==> src/rtl/fir_pkg.sv <==
// Definitions shared by the FIR frame controller, the FIR core and the data source.
package fir_pkg;

    localparam int DEF_DW    = 16;
    localparam int DEF_NTAPS = 32;

    typedef enum logic [2:0] {
        IDLE  = 3'd0,
        RUN   = 3'd1,
        FLUSH = 3'd2,
        DRAIN = 3'd3,
        DONE  = 3'd4
    } state_e;

endpackage

==> src/rtl/axis_reg_slice.sv <==
// One-deep registered AXI-stream slice; the owner decides when a beat is offered.
module axis_reg_slice #(
    parameter int W = 17
) (
    input  logic         clk,
    input  logic         reset,
    input  logic         load_i,
    input  logic         clear_i,
    input  logic [W-1:0] data_i,
    input  logic         ready_i,
    output logic         free_o,
    output logic         valid_o,
    output logic [W-1:0] data_o
);

    logic         valid_q;
    logic [W-1:0] data_q;

    assign free_o  = ~valid_q | ready_i;
    assign valid_o = valid_q;
    assign data_o  = data_q;

    // NOTE: sequential state uses non-blocking assignments so every flop samples pre-edge values.
    always_ff @(posedge clk) begin
        if (reset) begin
            valid_q <= 1'b0;
            // NOTE: the payload is reset too, because downstream observes a defined zero after reset.
            data_q  <= '0;
        end else if (clear_i) begin
            valid_q <= 1'b0;
            data_q  <= '0;
        end else if (free_o) begin
            valid_q <= load_i;
            if (load_i) begin
                data_q <= data_i;
            end
        end
    end

endmodule

==> src/rtl/fir_stream_ctrl.sv <==
// Frame sequencer: admits FRAME_LEN source samples, appends NTAPS-1 zero flush beats,
// tags the final beat with m_tlast and pulses done once it has been accepted.
module fir_stream_ctrl
    import fir_pkg::*;
#(
    parameter int DW        = DEF_DW,
    parameter int FRAME_LEN = 2048,
    parameter int NTAPS     = DEF_NTAPS,
    parameter int CW        = 12
) (
    input  logic          clk,
    input  logic          reset,
    input  logic          start,
    input  logic          abort,
    input  logic          s_tvalid,
    output logic          s_tready,
    input  logic [DW-1:0] s_tdata,
    output logic          m_tvalid,
    input  logic          m_tready,
    output logic [DW-1:0] m_tdata,
    output logic          m_tlast,
    output logic          busy,
    output logic          done,
    output logic [CW-1:0] sample_cnt
);

    localparam logic [CW-1:0] FRAME_END = CW'(FRAME_LEN);
    localparam logic [CW-1:0] FLUSH_END = CW'(NTAPS - 1);

    state_e        state_q, state_d;
    logic [CW-1:0] sample_cnt_q, sample_cnt_d;
    logic [CW-1:0] flush_cnt_q, flush_cnt_d;

    logic          slice_free;
    logic          slice_load;
    logic          slice_clear;
    logic [DW:0]   slice_in;
    logic [DW:0]   slice_out;

    axis_reg_slice #(.W(DW + 1)) u_slice (
        .clk     (clk),
        .reset   (reset),
        .load_i  (slice_load),
        .clear_i (slice_clear),
        .data_i  (slice_in),
        .ready_i (m_tready),
        .free_o  (slice_free),
        .valid_o (m_tvalid),
        .data_o  (slice_out)
    );

    assign m_tdata    = slice_out[DW-1:0];
    assign m_tlast    = slice_out[DW];
    assign s_tready   = (state_q == RUN) & slice_free;
    assign busy       = (state_q == RUN) | (state_q == FLUSH);
    assign done       = (state_q == DONE);
    assign sample_cnt = sample_cnt_q;

    always_ff @(posedge clk) begin
        if (reset) begin
            state_q      <= IDLE;
            sample_cnt_q <= '0;
            flush_cnt_q  <= '0;
        end else begin
            state_q      <= state_d;
            sample_cnt_q <= sample_cnt_d;
            flush_cnt_q  <= flush_cnt_d;
        end
    end

    always_comb begin
        // NOTE: every output of this block gets a default first, so no path can infer a latch.
        state_d      = state_q;
        sample_cnt_d = sample_cnt_q;
        flush_cnt_d  = flush_cnt_q;
        slice_load   = 1'b0;
        slice_clear  = 1'b0;
        slice_in     = '0;

        case (state_q)
            IDLE: begin
                if (start) begin
                    state_d      = RUN;
                    sample_cnt_d = '0;
                    flush_cnt_d  = '0;
                end
            end
            RUN: begin
                if (s_tvalid && s_tready) begin
                    slice_load = 1'b1;
                    slice_in   = {1'b0, s_tdata};
                    if (sample_cnt_q != FRAME_END) begin
                        sample_cnt_d = sample_cnt_q + CW'(1);
                    end
                    if (sample_cnt_q + CW'(1) == FRAME_END) begin
                        // A single-tap filter has no delay line, so the last sample closes the frame.
                        if (NTAPS == 1) begin
                            slice_in[DW] = 1'b1;
                            state_d      = DRAIN;
                        end else begin
                            state_d = FLUSH;
                        end
                    end
                end
            end
            FLUSH: begin
                if (slice_free) begin
                    slice_load  = 1'b1;
                    flush_cnt_d = flush_cnt_q + CW'(1);
                    if (flush_cnt_q + CW'(1) == FLUSH_END) begin
                        slice_in[DW] = 1'b1;
                        state_d      = DRAIN;
                    end
                end
            end
            DRAIN: begin
                if (m_tvalid && m_tready && m_tlast) begin
                    state_d = DONE;
                end
            end
            DONE:    state_d = IDLE;
            default: state_d = IDLE;
        endcase

        // Abort overrides any handshake this cycle; the sample count is left for inspection.
        if (abort && (state_q inside {RUN, FLUSH, DRAIN})) begin
            state_d      = IDLE;
            sample_cnt_d = sample_cnt_q;
            flush_cnt_d  = flush_cnt_q;
            slice_load   = 1'b0;
            slice_clear  = 1'b1;
        end
    end

endmodule

==> config.mk <==
export PLATFORM = sky130hd
export DESIGN_NAME = fir_stream_ctrl
export DESIGN_NICKNAME = d
export VERILOG_FILES = /design/src/rtl/fir_pkg.sv /design/src/rtl/axis_reg_slice.sv /design/src/rtl/fir_stream_ctrl.sv
export SDC_FILE = /design/constraint.sdc
export NUM_CORES = 1
export LEC_CHECK = 0
export BUFFER_PORTS_ARGS = -buffer_cell sky130_fd_sc_hd__buf_2
export CORE_ASPECT_RATIO = 0.6
export CORE_UTILIZATION = 60
export CTS_BUF_LIST = sky130_fd_sc_hd__clkbuf_16
export DETAILED_ROUTE_END_ITERATION = 8
export MAX_ROUTING_LAYER = met4
export PLACE_DENSITY = 0.86
export SLEW_MARGIN = 30
export SYNTH_ARGS = -nofsm -noshare
export SYNTH_HDL_FRONTEND = slang
export SYNTH_HIERARCHICAL = 1
export SYNTH_SLANG_ARGS = --single-unit
==> constraint.sdc <==
create_clock -name clk -period 3.6 [get_ports clk]
set_clock_uncertainty 0.05 [all_clocks]
set_input_delay 0.72 -clock clk [delete_from_list [all_inputs] [get_ports clk]]
set_output_delay 0.72 -clock clk [all_outputs]
set_load 0.005 [all_outputs]
==> results.tsv <==
metric	value	unit
antenna_cells	0	
period_share	79.47	%
portBuffers	54	
num_rows	18	
yosys_warnings	6	
crit_chain	nor3b_4 -> nand3_1 -> nor3_2 -> buf_4 -> o21a_1 -> a21boi_1 -> a211oi_2	
vdd_drop_max	227.8	uV
wl	7.117	mm
powerDensity	369.3	mW/mm2
hold_viol	0	
crit_path_end_kind	flip-flop	
cts-resized-gates	0	
slew_violations	0	
yosys.cell_types.count	51	
path_class	flip-flop to flip-flop	
crit_arrival	2.95	ns
drive_above_1_share	25.97	%
grt_pass1_vias	2359	
place.gp.congestion	0.9032	
synth_seq_cells	45	
area_delta_synth_final	14.43	%
netlist_instances	346	
drc	0	
clkLatencyLatePin	0.28	ns
syn_area	0.002793	mm2
die_height	54.85	um
initialDrtViolationCount	236	
vias_per_cell	6.103	
cts_setup_buffers	0	
fin_area	0.003196	mm2
die-area	0.004940	mm2
status	completed	
antenna_found_initial	0	
numCtsBuffers	5	
synth_edf_count	0	
setup_viol	0	
detail-route-antenna-nets	0	
multi_input_area	0.001703	mm2
synthesis.nets	373	
core_area	0.004279	mm2
clkTransAtPathRegs	0.06	ns
critPathRequiredTime	3.69	ns
worst_pin_slew	0.7030	ns
cts_num_sinks	45	
synth.avg_cell_area	8.071	um2
crit_path_start_kind	flip-flop	
cts-root-buf	clkbuf_16	
fin_crit	2.861	ns
crit_fanout	18	
die_w	90.08	um
min_path_type	flip-flop to flip-flop	
cts_tree	built	
dp_hpwl	4.824	mm
fmax	349.6	MHz
hold_buffers	0	
regArea	900.9	um2
grt_max_degree	36	
synth_top_flop_cell	dfxtp_1	
relSlewSlack	53.02	%
initial_utilization	65.26	%
totalNegativeSetupSlack	0	ns
crit_path_max_incr_delay	0.56	ns
layout.nets	411	
reg2reg_slack	0.74	ns
synth-seq-area-share	32.26	%
path_delay_family	simple AND/OR/NAND/NOR gates	
gr-usage-all-layers	30.41	%
vias	2716	
grt_overflow	0	
place_area	0.003005	mm2
slowest_stage	o21a_1	
grt_pass1_wl	11.43	mm
max_cap_viol_count	0	
pin_count	55	
cts_max_level	2	
p_leak	1.289	nW
rsz0062_at_grt	false	
async_flop_share	0	%
path_buf_inv	1	
cts_max_path_buffers	2	
wl_per_cell	15.99	um
drt_first_pass_iters	4	
fillers	340	
[final timing paths]
| path | start | to | cells after the start |
|---|---|---|---|
| worst max-delay path | state_q[1] | sample_cnt[11] | 7 |
| worst min-delay path | u_slice/data_o[10] | u_slice/data_o[10] | 2 |
| worst max register to register | state_q[1] | sample_cnt[11] | 7 |
| worst min register to register | u_slice/data_o[10] | u_slice/data_o[10] | 2 |
[cell families (layout without fill, tap and decap cells)]
kind of cell,Yosys count,in the layout,synth area share [%]
compound gates,92,92,23.43
xor+xnor,6,6,1.882
fa+ha+maj,5,5,2.240
buf+inv,34,73,6.765
flops,45,45,32.26
simple gates,164,164,33.42
[cells in the final DEF (no fill, tap or decap), drive strengths merged, types with 2 or more instances in the layout]
master  instances
xnor2           3
or2             3
nor3b           3
and4            5
nor2           26
buf            58
a21boi          3
nor2b           2
nand4          26
nand2          33
nand3          12
clkbuf          5
dfxtp          45
or3b            3
a211oi          5
nand2b          6
and3            8
a21o            6
o211ai          2
a21oi          26
o31ai           2
a311oi          6
and2           20
a31oi           5
bufinv          2
o21a            2
xor2            3
nor3           10
inv             7
or3             3
ha              5
o21ai          30
[area by class of cell]
cell class	instances	share of cell area [%]
clock buffer	5	3.915
clock inverter	3	2.036
inverter	7	0.8222
multi-input combinational	267	53.29
sequential	45	28.19
tap	60	2.349
timing repair buffer	58	9.397
[routing by layer]
metal / share of wire (%) / GRT usage (%)
met1: 46 / 38.08
met2: 46 / 49.75
met3: 6.9 / 6.806
met4: 1.4 / 10.48
met5: 0 / -
[Yosys cell counts, types with 3 or more instances]
cell type  count  area, um2
buf_2          4      20.02
clkbuf_1      15      56.30
inv_1          7      26.28
or3b_2         3      26.28
and4_1         5      43.79
a31oi_1        5      31.28
nand2b_1       5      31.28
xnor2_1        3      26.28
buf_6          5      56.30
nor3_1         9      45.04
or3_1          3      18.77
xor2_1         3      26.28
or2_2          3      18.77
a211oi_2       4      50.05
nand2_1       33      123.9
nand4_1       26      162.7
and3_1         8      50.05
dfxtp_1       45      900.9
and2_1        19      118.9
a311oi_2       6      90.09
a21o_1         6      45.04
nor2_1        25      93.84
nand3_1       12      60.06
o21ai_2       10      87.58
ha_1           5      62.56
a21oi_1       26      130.1
o21ai_0       20      100.1
[state kept, by name, summed over array words and instances (netlist names)]
register         cells
u_slice/data_o      17
flush_cnt_q         12
sample_cnt          12
state_q              3
u_slice/valid_o      1
[worst reg2reg max path, stage by stage (launching register included)]
cell and delay (ns):
dfxtp_1 0.52, nor3b_4 0.49, nand3_1 0.26, nor3_2 0.22, buf_4 0.23, o21a_1 0.56
a21boi_1 0.29, a211oi_2 0.10
[metrics by stage]
step / utilization [%] / total power, mW / hold WS [ns] / cells / setup WS [ns]
after floorplan: - / 0.5875 / 0.4025 / 346 / 1.327
after global placement: 70.23 / 0.6071 / 0.3933 / 437 / 0.8948
after detailed placement: 70.23 / 0.6105 / 0.3987 / 437 / 0.7553
after CTS: 74.68 / 1.186 / 0.4072 / 445 / 0.8129
after global routing: 74.68 / 1.224 / 0.4260 / 445 / 0.6059
final: 74.68 / 1.180 / 0.4052 / 445 / 0.7392
[report_power, final]
| group | switching (mW) | internal, mW |
|---|---|---|
| combinational | 0.0605 | 0.0341 |
| clock | 0.183 | 0.396 |
| sequential | 0.00556 | 0.501 |
No activity file was read; power rests on OpenSTA's default activity.
